### src/rtl/data_packer.sv
`default_nettype none
// ============================================================================
// Module      : data_packer
// Description : Per-chain scalar packer sitting behind a vector reduce stage.
//               Each of MAX_CHAINS contexts has a 2-bit mode:
//                 mode 1      : lane 0 of every valid input vector is appended
//                               to the chain's N-lane buffer; the buffer is
//                               emitted when full or on end of frame, with
//                               unwritten lanes zero.
//                 mode 0/2/3  : input vectors pass straight through with one
//                               cycle of latency.
//               While tracing is low, inputs are a configuration window: a
//               byte addressed to PERSONAL_CONFIG_ID sets the selected chain's
//               mode and discards its partial buffer.
// Ports       : clk         - clock, all state on rising edge
//               reset       - asynchronous active-high reset
//               valid_in    - vector_in valid
//               eof_in      - end of frame for chainId_in
//               chainId_in  - context selector for data, eof and config
//               tracing     - 1 = data processing, 0 = configuration window
//               configId    - target block ID of configData
//               configData  - configuration byte, [1:0] = mode
//               vector_in   - N lanes of DATA_WIDTH bits, lane i at [i*DW +: DW]
//               valid_out   - vector_out valid (no back-pressure)
//               chainId_out - chain of the emitted vector
//               vector_out  - packed or passed-through vector
// Revision    : 1.0 - initial release
// ============================================================================
module data_packer #(
  parameter int N                  = 8,
  parameter int DATA_WIDTH         = 32,
  parameter int MAX_CHAINS         = 4,
  parameter int PERSONAL_CONFIG_ID = 0
) (
  input  logic                          clk,
  input  logic                          reset,
  input  logic                          valid_in,
  input  logic                          eof_in,
  input  logic [$clog2(MAX_CHAINS)-1:0] chainId_in,
  input  logic                          tracing,
  input  logic [7:0]                    configId,
  input  logic [7:0]                    configData,
  input  logic [N*DATA_WIDTH-1:0]       vector_in,
  output logic                          valid_out,
  output logic [$clog2(MAX_CHAINS)-1:0] chainId_out,
  output logic [N*DATA_WIDTH-1:0]       vector_out
);

  localparam int c_CW   = $clog2(MAX_CHAINS);
  localparam int c_CNTW = (N > 1) ? $clog2(N) : 1;
  localparam int c_VW   = N * DATA_WIDTH;

  localparam logic [c_CNTW-1:0] c_LAST_LANE = c_CNTW'(N - 1);
  localparam logic [1:0]        c_MODE_PACK = 2'd1;

  // Per-chain context
  logic [1:0]        r_mode  [MAX_CHAINS];
  logic [c_CNTW-1:0] r_count [MAX_CHAINS];
  logic [c_VW-1:0]   r_buf   [MAX_CHAINS];

  logic [c_CNTW-1:0] w_cur_count;
  logic [c_VW-1:0]   w_cur_buf;
  logic [c_VW-1:0]   w_merged;
  logic              w_cfg_hit;
  logic              w_pack;
  logic              w_full;
  logic              w_pack_emit;
  logic              w_pack_clear;
  logic              w_pass_emit;
  logic              w_emit;
  logic [c_VW-1:0]   w_emit_vec;
  logic              w_unused_cfg;

  assign w_cur_count = r_count[chainId_in];
  assign w_cur_buf   = r_buf[chainId_in];

  // Only the mode field of the configuration byte is meaningful here.
  assign w_unused_cfg = ^configData[7:2];

  assign w_cfg_hit = !tracing && (configId == 8'(PERSONAL_CONFIG_ID));
  assign w_pack    = tracing && (r_mode[chainId_in] == c_MODE_PACK);
  assign w_full    = valid_in && (w_cur_count == c_LAST_LANE);

  // Buffer contents as they stand once this cycle's scalar is written in.
  // Emission on a full or eof'd buffer uses this view so the final element
  // goes out in the same vector without an extra cycle.
  always_comb begin
    w_merged = w_cur_buf;
    if (valid_in) begin
      w_merged[int'(w_cur_count)*DATA_WIDTH +: DATA_WIDTH] = vector_in[DATA_WIDTH-1:0];
    end
  end

  // A bare eof on an empty chain produces nothing; valid+eof always emits,
  // because the new element makes the buffer non-empty.
  assign w_pack_emit  = w_pack && (w_full || (eof_in && (valid_in || (w_cur_count != '0))));
  assign w_pack_clear = w_pack && (w_full || eof_in);
  assign w_pass_emit  = tracing && !w_pack && valid_in;
  assign w_emit       = w_pack_emit || w_pass_emit;
  assign w_emit_vec   = w_pack ? w_merged : vector_in;

  always_ff @(posedge clk or posedge reset) begin
    if (reset) begin
      valid_out   <= 1'b0;
      chainId_out <= '0;
      vector_out  <= '0;
      for (int i = 0; i < MAX_CHAINS; i++) begin
        r_mode[i]  <= '0;
        r_count[i] <= '0;
        r_buf[i]   <= '0;
      end
    end else begin
      valid_out <= w_emit;
      // Outputs hold their last payload when nothing is emitted.
      if (w_emit) begin
        vector_out  <= w_emit_vec;
        chainId_out <= c_CW'(chainId_in);
      end

      // Only the selected chain's context changes in any cycle.
      if (w_cfg_hit) begin
        r_mode[chainId_in]  <= configData[1:0];
        r_count[chainId_in] <= '0;
        r_buf[chainId_in]   <= '0;
      end else if (w_pack_clear) begin
        r_count[chainId_in] <= '0;
        r_buf[chainId_in]   <= '0;
      end else if (w_pack && valid_in) begin
        r_count[chainId_in] <= w_cur_count + 1'b1;
        r_buf[chainId_in]   <= w_merged;
      end
    end
  end

endmodule
`default_nettype wire

### config.mk
export PLATFORM = sky130hd
export DESIGN_NAME = data_packer
export DESIGN_NICKNAME = d
export VERILOG_FILES = /design/src/rtl/data_packer.sv
export SDC_FILE = /design/constraint.sdc
export NUM_CORES = 2
export LEC_CHECK = 0
export ABC_CLOCK_PERIOD_IN_PS = 118100
export CAP_MARGIN = 20
export CORE_MARGIN = 2
export CORE_UTILIZATION = 50
export DETAILED_ROUTE_END_ITERATION = 16
export PLACE_DENSITY = 0.71
export SLEW_MARGIN = 20
export SYNTH_ARGS = -nofsm -noshare
export SYNTH_HDL_FRONTEND = slang
export SYNTH_SLANG_ARGS = --single-unit
### constraint.sdc
create_clock -name clk -period 118.1 [get_ports clk]
set_input_delay 29.525 -clock clk [delete_from_list [all_inputs] [get_ports clk]]
set_output_delay 29.525 -clock clk [all_outputs]
set_load 0.03 [all_outputs]
==> out/summary.md <==
• **top post-synthesis cells by area** dfrtp_1, a22o_1, mux4_2, mux2_2, o2bb2ai_1
• **global route overflow** 0
• **overall fraction of global-route tracks in use** 30.06%
• **number of top-level design ports** 538
• **clock root buffer** clkbuf_16
• **Setup Fix Bufs, Post-CTS** 0
• **startpoint class of the critical path** primary input
• **Die X** 349.4 microns
• **Yosys reg bits** 1303
• **total detailed-routing wirelength** 183700 microns
• **Synth cell types** 40
• **Worst Clk Skew** 0.02391 ns
• **syn_nets** 4460
• **Layout Nets** 4791
• **endpoint class of the critical path** flop
• **pin count of the biggest net entering global routing** 171
• **instance area after placement** 65920 sq um
• **clock network latency to the later pin of the worst-skew pair** 0.77 ns
• **DRC violation total after the first TritonRoute iteration** 4253
• **count of fill cells added during filler insertion** 9144
• **classification of the worst setup path** primary input to flop
• **count of maximum capacitance violations** 0
• **maximum clock frequency** 0.02911 GHz
• **leakage power of the design** 31.15 nW
• **Final WS setup** 83.74 ns
• **total iterations of the first detailed-routing run** 5
• **number of vias per cell** 6.799
• **Max transition margin** 15.87%
• **required time reported for the critical path endpoint** 118.78 ns
• **die area** 122100 sq um
• **Seq/Total Area, Yosys** 54.67%
• **TritonCTS clock tree** built
• **post-route design area** 70570 sq um
• **initial antenna violation count** 16
• **summed negative setup slack over all endpoints** 0 ns
• **Worst-path clk slew** 0.06 ns
• **netlist area before placement** 59640 sq um
• **Worst VDD drop** 0.01341 mV
• **wire per inst** 29.83 microns
• **total power consumption of the routed design** 1.030 mW
• **Post-Syn Instances** 4175
• **path type of the worst min-delay path** flop to flop
• **first-pass GRT wire length** 278700 microns
• **number of hold-repair buffers added at the cts stage** 0
• **H-tree depth reported by CTS** 4
• **maximum count of clock buffers along a single path** 3
• **placed cells** 5902
• **die span in y** 349.4 microns
• **top cell type's share of synthesized area** 54.67%
• **part of the cycle the worst path needs** 29.09%
• **Worst Path Arrival** 35.03 ns
• **detailed-route via count** 41850
• **Area Overhead vs Synth** 18.33%
• **number of standard cells in the layout, taps in and fillers out** 6156
• **result of the run** finished clean
• **starting density of the core** 50.44%
• **total number of placement rows** 126
• **Worst Max-Slew Pin Slew** 1.262 ns
• **number of remaining DRC errors** 0
• **Final Critical Period** 34.36 ns
• **most used cells in the layout excluding fill and tap cells** dfrtp_1, a22o_1, clkdlybuf4s50_1, mux2_2, mux4_2
• **largest area contributor in the netlist** dfrtp_1
• **fraction of layout cells with a size suffix above 1** 23.97%
• **Port Buffers** 531
• **Max Fanout on Critical Path** 66
• **power per cell area** 14.59 nW/um^2
• **total CTS buffers** 138
• **final RePlAce weighted congestion** 0.7692
• **most common library cell in the layout ignoring fill and taps** dfrtp_1
• **number of routed nets with antenna violations** 0
• **total number of clock tree sinks** 1303
• **Yosys warnings** 0
• **number of cells upsized or downsized after cts** 0
• **placement-stage worst setup slack** 83.08 ns
• **number of slew-limit violations in the final report** 0
• **DPL Wire Length** 102200 microns
• **average instance area after synthesis** 14.28 sq um
• **number of global-route vias before repair** 42780
• **area of the placeable core** 118200 sq um
• **final hold vios** 0
• **unrepaired setup endpoints after global routing** false
• **total of endpoints with negative setup slack in the final report** 0
==> stage by stage <==
step | hold slack (ns) | utilization, %
2_1_floorplan | 0.4509 | -
3_5_place_dp | 0.4687 | 55.75
6_report | 0.4845 | 59.68
5_1_grt | 0.4899 | 59.67
3_3_place_gp | 0.4656 | 55.75
4_1_cts | 0.4845 | 59.66
==> cell usage after synthesis, drive strengths merged <==
cell type	number
o311ai	5
xnor2	1
a31o	1
nand3b	2
dfrtp	1303
a21boi	32
nor3	2
nand2	14
a21o	32
a31oi	1
o31ai	32
nor4	3
mux2i	66
o22ai	65
clkbuf	263
and2	5
nand3	3
ha	6
or4	64
nand2b	39
nor2	3
mux4	261
o311a	2
or2	34
buf	166
and3	38
o21ai	1
a22o	1032
mux2	458
o2bb2ai	132
inv	101
nor2b	8
==> cell families (layout without fill, tap and decap cells) <==
kind of cell	after synthesis	count (layout)	share of synthesized area (%)
mux	785	785	19.61
compound gates	1335	1335	19.53
flops	1303	1303	54.67
xor+xnor	1	1	0.01469
buf+inv	530	964	3.653
simple gates	215	215	2.385
fa+ha+maj	6	6	0.1259
other cells	0	11	0
==> cell type report <==
| cell class | count | area, sq um | share of cell area, % |
|---|---|---|---|
| sequential | 1303 | 32610 | 46.20 |
| multi-input combinational | 2342 | 25000 | 35.42 |
| tap | 1536 | 1922 | 2.723 |
| antenna | 11 | 27.53 | 0.03901 |
| clock buffer | 203 | 4125 | 5.846 |
| inverter | 101 | 386.6 | 0.5479 |
| clock inverter | 40 | 490.5 | 0.6950 |
| timing repair buffer | 620 | 6015 | 8.523 |
==> critical path, stage by stage <==
cell and delay, ns:
buf_8 0.41, mux4_2 0.78, ha_1 0.41, nand2_1 0.12, o22ai_1 0.15, nor4_4 0.52
and3_4 0.99, buf_4 0.73, buf_4 0.82, a22o_1 0.29
==> power breakdown <==
part / switching, mW / internal (mW) / leakage (nW)
Clock: 0.184 / 0.262 / 2.27
Sequential: 0.00768 / 0.460 / 17.6
Combinational: 0.0666 / 0.0500 / 11.3
Total: 0.258 / 0.772 / 31.1
==> per-layer routing <==
layer	wire length (microns)	GRT usage (%)
met5	50	0
met4	7025	11.65
met3	17670	8.016
met2	83790	45.46
met1	75120	41.68
==> final timing paths <==
| kind | slack (ns) | end | from | cells past startpoint |
|---|---|---|---|---|
| max reg2reg | 112.75 | r_buf[89]$_DFFE_PP0P_ | r_count[4]$_DFFE_PP0P_ | 9 |
| min reg2reg | 0.48 | r_buf[1]$_DFFE_PP0P_ | r_buf[1]$_DFFE_PP0P_ | 1 |
| min in group asynchronous | 29.42 | vector_out[133]$_DFFE_PP0P_ | reset | 2 |
| min | 0.48 | r_buf[1]$_DFFE_PP0P_ | r_buf[1]$_DFFE_PP0P_ | 1 |
| max | 83.74 | r_buf[89]$_DFFE_PP0P_ | chainId_in[0] | 10 |
| max in group asynchronous | 84.21 | r_buf[690]$_DFFE_PP0P_ | reset | 7 |
==> sequential cells by signal, summed over array words and instances, names as in the netlist <==
| register | count |
|---|---|
| chainId_out | 2 |
| r_buf | 1024 |
| r_count | 12 |
| r_mode | 8 |
| valid_out | 1 |
| vector_out | 256 |
Power figures use the tool's default switching activity.
